### config.mk
export PLATFORM = sky130hd
export DESIGN_NAME = pipeline_controller
export DESIGN_NICKNAME = d
export VERILOG_FILES = /design/src/rtl/pipeline_controller.sv
export SDC_FILE = /design/constraint.sdc
export NUM_CORES = 1
export LEC_CHECK = 0
export ABC_AREA = 1
export BUFFER_PORTS_ARGS = -buffer_cell sky130_fd_sc_hd__buf_4
export CORE_MARGIN = 3
export CORE_UTILIZATION = 56
export CTS_BUF_LIST = sky130_fd_sc_hd__clkbuf_4
export DETAILED_ROUTE_END_ITERATION = 6
export PLACE_DENSITY = 0.95
export SETUP_SLACK_MARGIN = 0.4
export SYNTH_ARGS = -nofsm -noshare
export SYNTH_HDL_FRONTEND = slang
export SYNTH_SLANG_ARGS = --single-unit
### constraint.sdc
create_clock -name CLK -period 4 [get_ports CLK]
set_input_delay 0 -clock CLK [delete_from_list [all_inputs] [get_ports CLK]]
set_output_delay 0 -clock CLK [all_outputs]
set_load 0.02 [all_outputs]
### src/rtl/pipeline_controller.sv
// pipeline_controller
//   Hazard and sequencing controller for the 5-stage RV32i pipeline.
//   Generates per-stage stall/flush enables for load-use hazards,
//   branch/jump redirects and multi-cycle data-memory waits. Handles
//   illegal decode instructions by draining older work, then halting.
//
// Parameters
//   DRAIN_CYCLES : non-stalled cycles spent draining before HALT (>= 1)
//   MEM_TIMEOUT  : stalled memory cycles before Mem_Timeout sets (0 = off)
//
// Ports
//   CLK, RST                  clock (rising edge), synchronous active-high reset
//   D_RS1_Addr, D_RS2_Addr    decode-stage source register indices
//   D_Illegal                 decode instruction flagged as illegal
//   E_RD_Addr, E_Load,
//   E_REG_W_En                execute-stage destination / load / write enable
//   E_Redirect                execute stage resolved a taken branch or jump
//   M_MEM_Req, M_MEM_Ready    memory-stage request and completion
//   F_Stall, D_Stall          hold PC + F/D, hold D/E input
//   D_Flush, E_Flush          clear F/D, clear D/E
//   M_Stall                   hold E/M and M/W during a memory wait
//   Halted                    core stopped
//   Mem_Timeout               sticky memory-wait timeout flag
//
// Optional feature (macro PIPELINE_PERF_COUNTERS_EN)
//   Adds Stall_Count (F_Stall cycles in RUN/MEM_WAIT) and Flush_Count
//   (redirect flush cycles), both 32-bit, wrapping, cleared by RST.

module pipeline_controller #(
  parameter int DRAIN_CYCLES = 3,
  parameter int MEM_TIMEOUT  = 15
) (
  input  logic       CLK,
  input  logic       RST,
  input  logic [4:0] D_RS1_Addr,
  input  logic [4:0] D_RS2_Addr,
  input  logic       D_Illegal,
  input  logic [4:0] E_RD_Addr,
  input  logic       E_Load,
  input  logic       E_REG_W_En,
  input  logic       E_Redirect,
  input  logic       M_MEM_Req,
  input  logic       M_MEM_Ready,
  output logic       F_Stall,
  output logic       D_Stall,
  output logic       D_Flush,
  output logic       E_Flush,
  output logic       M_Stall,
  output logic       Halted,
  output logic       Mem_Timeout
`ifdef PIPELINE_PERF_COUNTERS_EN
  ,
  output logic [31:0] Stall_Count,
  output logic [31:0] Flush_Count
`endif
);

  localparam int WW = (MEM_TIMEOUT < 2) ? 1 : $clog2(MEM_TIMEOUT + 1);
  localparam int DW = (DRAIN_CYCLES < 2) ? 1 : $clog2(DRAIN_CYCLES);
  localparam logic [WW-1:0] WAIT_LIMIT = WW'(MEM_TIMEOUT);
  localparam logic [DW-1:0] DRAIN_INIT = DW'(DRAIN_CYCLES - 1);

  typedef enum logic [1:0] {RUN, MEM_WAIT, DRAIN, HALT} state_t;

  state_t          state_reg, state_next;
  logic [DW-1:0]   drain_cnt_reg, drain_cnt_next;
  logic [WW-1:0]   wait_cnt_reg, wait_cnt_next;
  logic            timeout_reg, timeout_next;

  logic            mem_busy;
  logic            load_use;
  logic            redirect_flush;
  logic [WW-1:0]   wait_inc;

  assign mem_busy = M_MEM_Req & ~M_MEM_Ready;
  // x0 is hardwired to zero, so a load targeting it can never create a hazard.
  assign load_use = E_Load & E_REG_W_En & (E_RD_Addr != 5'd0) &
                    ((E_RD_Addr == D_RS1_Addr) | (E_RD_Addr == D_RS2_Addr));
  // Wait counter saturates at the timeout value.
  assign wait_inc = (wait_cnt_reg == WAIT_LIMIT) ? wait_cnt_reg : wait_cnt_reg + 1'b1;

  always_ff @(posedge CLK) begin
    if (RST) begin
      state_reg     <= RUN;
      drain_cnt_reg <= '0;
      wait_cnt_reg  <= '0;
      timeout_reg   <= 1'b0;
    end else begin
      state_reg     <= state_next;
      drain_cnt_reg <= drain_cnt_next;
      wait_cnt_reg  <= wait_cnt_next;
      timeout_reg   <= timeout_next;
    end
  end

  always_comb begin
    state_next     = state_reg;
    drain_cnt_next = drain_cnt_reg;
    wait_cnt_next  = wait_cnt_reg;
    F_Stall        = 1'b0;
    D_Stall        = 1'b0;
    D_Flush        = 1'b0;
    E_Flush        = 1'b0;
    M_Stall        = 1'b0;
    Halted         = 1'b0;
    redirect_flush = 1'b0;

    case (state_reg)
      RUN: begin
        wait_cnt_next = '0;
        if (mem_busy) begin
          // The first stalled cycle already counts toward the timeout.
          F_Stall       = 1'b1;
          D_Stall       = 1'b1;
          M_Stall       = 1'b1;
          wait_cnt_next = wait_inc;
          state_next    = MEM_WAIT;
        end else if (E_Redirect) begin
          // Flushing D also discards any load-use or illegal decode.
          D_Flush        = 1'b1;
          E_Flush        = 1'b1;
          redirect_flush = 1'b1;
        end else if (load_use) begin
          F_Stall = 1'b1;
          D_Stall = 1'b1;
          E_Flush = 1'b1;
        end else if (D_Illegal) begin
          // Bubble replaces the illegal instruction; older ones drain out.
          F_Stall        = 1'b1;
          E_Flush        = 1'b1;
          drain_cnt_next = DRAIN_INIT;
          state_next     = DRAIN;
        end
      end

      MEM_WAIT: begin
        F_Stall = 1'b1;
        D_Stall = 1'b1;
        M_Stall = 1'b1;
        if (M_MEM_Ready) begin
          wait_cnt_next = '0;
          state_next    = RUN;
        end else begin
          wait_cnt_next = wait_inc;
        end
      end

      DRAIN: begin
        // Redirects are ignored here: they come from younger instructions.
        F_Stall = 1'b1;
        E_Flush = 1'b1;
        if (mem_busy) begin
          M_Stall       = 1'b1;
          wait_cnt_next = wait_inc;
        end else begin
          wait_cnt_next = '0;
          if (drain_cnt_reg == '0) begin
            state_next = HALT;
          end else begin
            drain_cnt_next = drain_cnt_reg - 1'b1;
          end
        end
      end

      HALT: begin
        F_Stall = 1'b1;
        D_Stall = 1'b1;
        E_Flush = 1'b1;
        Halted  = 1'b1;
      end

      default: state_next = RUN;
    endcase

    timeout_next = timeout_reg | ((MEM_TIMEOUT != 0) && (wait_cnt_next == WAIT_LIMIT));
  end

  assign Mem_Timeout = timeout_reg;

`ifdef PIPELINE_PERF_COUNTERS_EN
  logic [31:0] stall_count_reg;
  logic [31:0] flush_count_reg;

  always_ff @(posedge CLK) begin
    if (RST) begin
      stall_count_reg <= '0;
      flush_count_reg <= '0;
    end else begin
      if (F_Stall && (state_reg == RUN || state_reg == MEM_WAIT)) begin
        stall_count_reg <= stall_count_reg + 32'd1;
      end
      if (redirect_flush) begin
        flush_count_reg <= flush_count_reg + 32'd1;
      end
    end
  end

  assign Stall_Count = stall_count_reg;
  assign Flush_Count = flush_count_reg;
`endif

endmodule

## Word level (Yosys, flattened, before mapping)

Index checks and enable logic that the tools add are counted.

| word-level totals | value |
|---|---|
| word-level logic and storage cells | 76 |
| flip-flop bits (word level) | 9 |
| input port bits | 23 |

| cells by class | value |
|---|---|
| reduce and logical (&&, ||, !) cells | 11 |
| equality and inequality tests | 18 |
| mux-type cells | 34 |
| bitwise gates (word level) | 7 |
| add/sub/neg operators | 2 |

Operators by type and width:

| operator | count |
|---|---|
| $mux W2 | 10 |
| $ne A2 B2 Y1 const B | 8 |
| $mux W1 | 14 |
| $reduce_and A7 Y1 | 2 |
| $mux W4 | 3 |
| $eq A5 B5 Y1 | 2 |
| $ne A3 B3 Y1 const B | 3 |
| $eq A4 B4 Y1 const B | 2 |
| $pmux W1 S2 | 4 |
| $pmux W4 S2 | 1 |
| $pmux W2 S3 | 1 |
| $reduce_or A2 Y1 | 3 |
| $reduce_bool A5 Y1 | 1 |
| $add A4 B1 Y4 const B | 1 |
| $and A1 B1 Y1 | 4 |
| $eq A2 B2 Y1 const B | 2 |
| $logic_not A2 Y1 | 2 |
| $pmux W2 S2 | 1 |
| $reduce_bool A3 Y1 | 1 |
| $reduce_or A3 Y1 | 1 |
| $eq A2 B1 Y1 const B | 1 |
| $or A1 B1 Y1 | 2 |
| $reduce_bool A2 Y1 | 1 |
| $sub A2 B1 Y2 const B | 1 |
| $not A1 Y1 | 1 |

## Logic depth before layout (Yosys ltp)

| logic depth | value |
|---|---|
| depth in word-level cells | 7 |
| mapped depth | 12 |

## Worst setup path before layout

No wires, ideal clock.

| path | value |
|---|---|
| kind | reg2reg |
| start | register state_reg[0] |
| end | register timeout_reg (netlist: Mem_Timeout) |
| arrival | 1,387 ps |
| path slack | 2,499 ps |
| required time | 3,886 ps |
| cell stages (with the launch flop) | 10 |
| library setup time | 114 ps |
| cell sequence | dfxtp_1 -> inv_1 -> ha_1 -> clkbuf_2 -> o21ai_1 -> o21ai_0 -> o21ai_1 -> nor2_1 -> nand4_1 -> nand2_1 |

| between the ends | value |
|---|---|
| cells in the longest elaborated chain, start to end | 5 |
| elaborated cells between the ends (all ways) | 7 |
| those cells by class | 3 x eq/ne; 1 x mux; 1 x bitwise; 2 x reduce/logical |

RTL lines:

| element | line | RTL |
|---|---|---|
| start: declaration | 65 | `state_t state_reg, state_next;` |
| start signal: assignment | 89 | `state_reg <= state_next;` |
| $eq A2 B2 Y1 / $logic_not A2 Y1 (equally long branches) | 108 | `case (state_reg)` |
| $reduce_or A2 Y1 (no source line) | n/a |  |
| $pmux W4 S2 (*) | 108 |  |
| $eq A4 B4 Y1 (*) | 175 | `timeout_next = timeout_reg \| ((MEM_TIMEOUT != 0) && (wait_cnt_next == WAIT_LIMIT));` |
| $or A1 B1 Y1 (*) | 175 |  |
| end signal: assignment | 92 | `timeout_reg <= timeout_next;` |
| end: declaration | 68 | `logic timeout_reg, timeout_next;` |

Every way passes the cells marked *; elsewhere a longest branch is shown, timed or not.
A chain may end at the register's enable or synchronous reset.

## Worst setup path in the final report

| path | value |
|---|---|
| start | register state_reg[0] |
| end | output port E_Flush |

| between the ends | value |
|---|---|
| cells in the longest elaborated chain, start to end | 3 |
| elaborated cells between the ends (all ways) | 5 |
| those cells by class | 2 x eq/ne; 1 x mux; 2 x reduce/logical |

RTL lines:

| element | line | RTL |
|---|---|---|
| $eq A2 B2 Y1 | 108 |  |
| $reduce_or A2 Y1 (no source line) | n/a |  |
| $pmux W1 S2 (*) | 108 |  |
| end: declaration | 47 | `output logic E_Flush,` |

Marks and branches as above.

==> impl_metrics.py <==
metrics = {
    "status": {
        "status": "complete, no violations",
    },
    "cells_and_area": {
        "diodes": 0,
        "final_instance_area_um2": 1180,
        "final_nets": 223,
        "largest_register_ff_count": 4,
        "final_layout_size_suffix_gt1_share_pct": 21.5,
        "area_delta_synth_final_pct": 29.8,
        "fillers": 102,
    },
    "sta": {
        "fin_worst_skew_ps": 6.43,
        "layout_min_cycle_time_ps": 1790,
        "finalHoldViolCount": 0,
        "rsz0062_at_grt": "false",
        "clock.fmax_ghz": 0.558,
        "finalSetupTns_ps": 0,
        "worst_pin_slew_ps": 405,
        "final_max_slew_viol_count": 0,
        "finalSetupViolations": 0,
        "fin_crit_sh_pct": 44.8,
        "max_slew_margin_pct": 72.8,
    },
    "critical_path": {
        "reg2reg_setup_slack_ps": 2280,
        "crit_top_cell": "sky130_fd_sc_hd__inv_1",
        "worst_setup_path_start_kind": "flip-flop",
        "critical_path_arrival_ps": 1790,
        "startpoint_of_the_worst_setup_timing_path": "state_reg[0]",
        "setup_crit_end_kind": "output port",
        "cp.buffers_inverters": 3,
        "timing.critical_path.slowest_cell_delay_ps": 350,
        "crit_family": "buffers and inverters",
        "regToRegStartpoint": "state_reg[0]",
        "criticalPathCategory": "reg2out",
        "critical_path.cell_chain": "inv_1, ha_1, inv_1, nor2_1, o21ai_0, a21oi_1, buf_4",
        "worst-path-max-fanout": 7,
        "timing.critical_path.required_ps": 4000,
        "cp_slowest_cell": "sky130_fd_sc_hd__dfxtp_1",
    },
    "die": {
        "rows": 13,
        "die_width_um": 46.3,
        "core_region_area_um2": 1420,
        "io_pins": 30,
        "start_util_pct": 64.3,
        "die_area_um2": 2140,
        "die_h_um": 46.3,
    },
    "yosys": {
        "cells_after_synth": 158,
        "synthTopCellsByCount": "sky130_fd_sc_hd__nand2_1 (42), sky130_fd_sc_hd__inv_1 (30), sky130_fd_sc_hd__nor2_1 (20)",
        "synth_top_area_share_pct": 19.8,
        "yosys.area.top_type": "sky130_fd_sc_hd__dfxtp_1",
        "synth_flop_cell": "sky130_fd_sc_hd__dfxtp_1",
        "synth_edf_count": 0,
        "synth_area_per_cell_um2": 5.76,
        "synth-async-reset-ratio_pct": 0,
        "syn-cell-area_um2": 910,
        "yosys_warnings": 0,
        "synth.area.top_cells": "sky130_fd_sc_hd__dfxtp_1 (20%), sky130_fd_sc_hd__nand2_1 (17%), sky130_fd_sc_hd__inv_1 (12%)",
        "synth_seq_area_share_pct": 19.8,
        "yosys.cell_count.top_type": "sky130_fd_sc_hd__nand2_1",
        "ys_types": 21,
        "ys_seq_elements": 9,
        "syn_nets": 189,
    },
    "routing": {
        "ant_nets": 0,
        "initialDrtViolationCount": 28,
        "drt_wl_cell_um": 11.0,
        "num_vias": 1051,
        "total_drc_errors_in_the_routed_layout": 0,
        "wl_mm": 2.27,
        "routed_via_density": 5.10,
        "drt_first_pass_iters": 4,
    },
    "grt": {
        "vias_in_the_first_global_route": 979,
        "wire_length_of_the_first_global_routing_pass_mm": 3.77,
        "pin_count_of_the_biggest_net_entering_global_routing": 9,
        "antenna_found_initial": 0,
        "track_usage_pct": 24.0,
        "grt-ovfl-total": 0,
    },
    "clock_network": {
        "clockBufferDepth": 2,
        "cts_tree": "built",
        "cts_num_sinks": 9,
        "cts.clk_slew.worst_paths_ps": 60,
        "htreeDepth": 1,
        "numCtsBuffers": 3,
        "cts_root_buffer": "sky130_fd_sc_hd__clkbuf_4",
        "worst_skew_pair.late_latency_ps": 260,
    },
    "power": {
        "ir_drop_uv": 429,
        "power.combinational.fraction_pct": 64.3,
        "static-leakage-power_nw": 0.653,
        "switching_power_mw": 0.271,
        "pd_cells_nw_per_um2": 488,
        "sequentialPowerShare_pct": 22.6,
        "power_frac_clock_pct": 13.1,
        "cellInternalPower_mw": 0.306,
        "p_sw_share_pct": 47.0,
    },
    "min_path": {
        "hold_class": "in2reg",
        "worst_hold_startpoint": "M_MEM_Ready",
    },
    "placed_design": {
        "port-buffer-count": 29,
        "dp.final_hpwl_mm": 1.92,
        "post_dp_cell_area_um2": 1140,
        "gp_congestion": 0.877,
    },
    "run": {
        "maxCapViolations": 0,
    },
}
kinds of logic after synthesis:
| group | after synthesis | synth area share (%) |
|---|---|---|
| xor gates and xnor gates | 3 | 2.89 |
| buffers and inverters | 34 | 14.2 |
| and+or+nand+nor | 82 | 38.2 |
| adders and majority gates | 8 | 11.0 |
| AOI/OAI and AO/OA | 22 | 13.9 |
| DFF | 9 | 19.8 |
worst register-to-register path: cells and delay by family, from the launching register on:
kind	cells	cell delay [ps]
flip-flops	1	410
AND/OR/NAND/NOR	4	600
adder cells (fa/ha/maj)	1	320
AO/OA/AOI/OAI	1	40
buffers and inverters	2	250
cell type report:
type	count	area, µm²	share of cell area, %
well taps	15	18.8	1.59
multi-input cells	115	601	50.8
flip-flops and latches	9	180	15.3
inverters	33	124	10.5
clock buffers	4	30.0	2.54
repair buffers	30	228	19.3
what timing repair did:
action | 4_1_cts | 5_1_grt
hold buffers | 1 | 0
resized for setup | 0 | 0
buffers inserted | 0 | 0
hold endpoints to repair | 4 | 0
placed cells by master, fill, tap and decap left out:
cell and instances:
sky130_fd_sc_hd__dlygate4sd3_1 1, sky130_fd_sc_hd__inv_1 30, sky130_fd_sc_hd__ha_1 8, sky130_fd_sc_hd__nor2_4 1, sky130_fd_sc_hd__nand2_1 42, sky130_fd_sc_hd__a21oi_2 1
sky130_fd_sc_hd__o2111ai_1 1, sky130_fd_sc_hd__o21a_1 1, sky130_fd_sc_hd__nand4_1 4, sky130_fd_sc_hd__a21oi_1 6, sky130_fd_sc_hd__nand3_1 10, sky130_fd_sc_hd__xnor2_1 2
sky130_fd_sc_hd__o2111a_1 1, sky130_fd_sc_hd__buf_4 29, sky130_fd_sc_hd__nand2_2 3, sky130_fd_sc_hd__nor3_1 2, sky130_fd_sc_hd__o21ai_0 9, sky130_fd_sc_hd__dfxtp_1 9
sky130_fd_sc_hd__o21ai_1 3, sky130_fd_sc_hd__nor2_1 20, sky130_fd_sc_hd__inv_2 3, sky130_fd_sc_hd__xor2_1 1, sky130_fd_sc_hd__clkbuf_4 4
layer usage:
metal  part of all wire [%]  vias up  global-route usage (%)
met1                     43      468                    26.8
met5                      0        -                       0
met2                     52       25                    46.2
met3                    5.0        0                    4.69
li1                       -      558                       -
met4                      0        0                    3.98
stage by stage:
step                util, %  setup slack [ps]  hold slack [ps]  power [mW]  instances
finish                 83.5              2210              232       0.576        206
global route           83.5              2040              261       0.630        206
CTS                    83.5              2220              231       0.575        206
detailed placement     80.6              2320              206       0.498        201
global placement       80.6              2440              201       0.485        201
floorplan                 -              2500             62.4       0.383        158
power by group through the flow:
stage	registers, mW	clock network [mW]	logic, mW
after CTS	0.130	0.0760	0.369
after floorplan	0.127	0	0.256
after detailed placement	0.132	0	0.366
after global placement	0.130	0	0.355
after global routing	0.133	0.0813	0.416
final	0.131	0.0755	0.370
final timing paths:
check	cells past startpoint	to
worst max-delay path	7	E_Flush
worst max register to register	8	state_reg[1]
worst min-delay path	4	wait_cnt_reg[3]
worst min register to register	2	Mem_Timeout
Power figures use the tool's default switching activity.
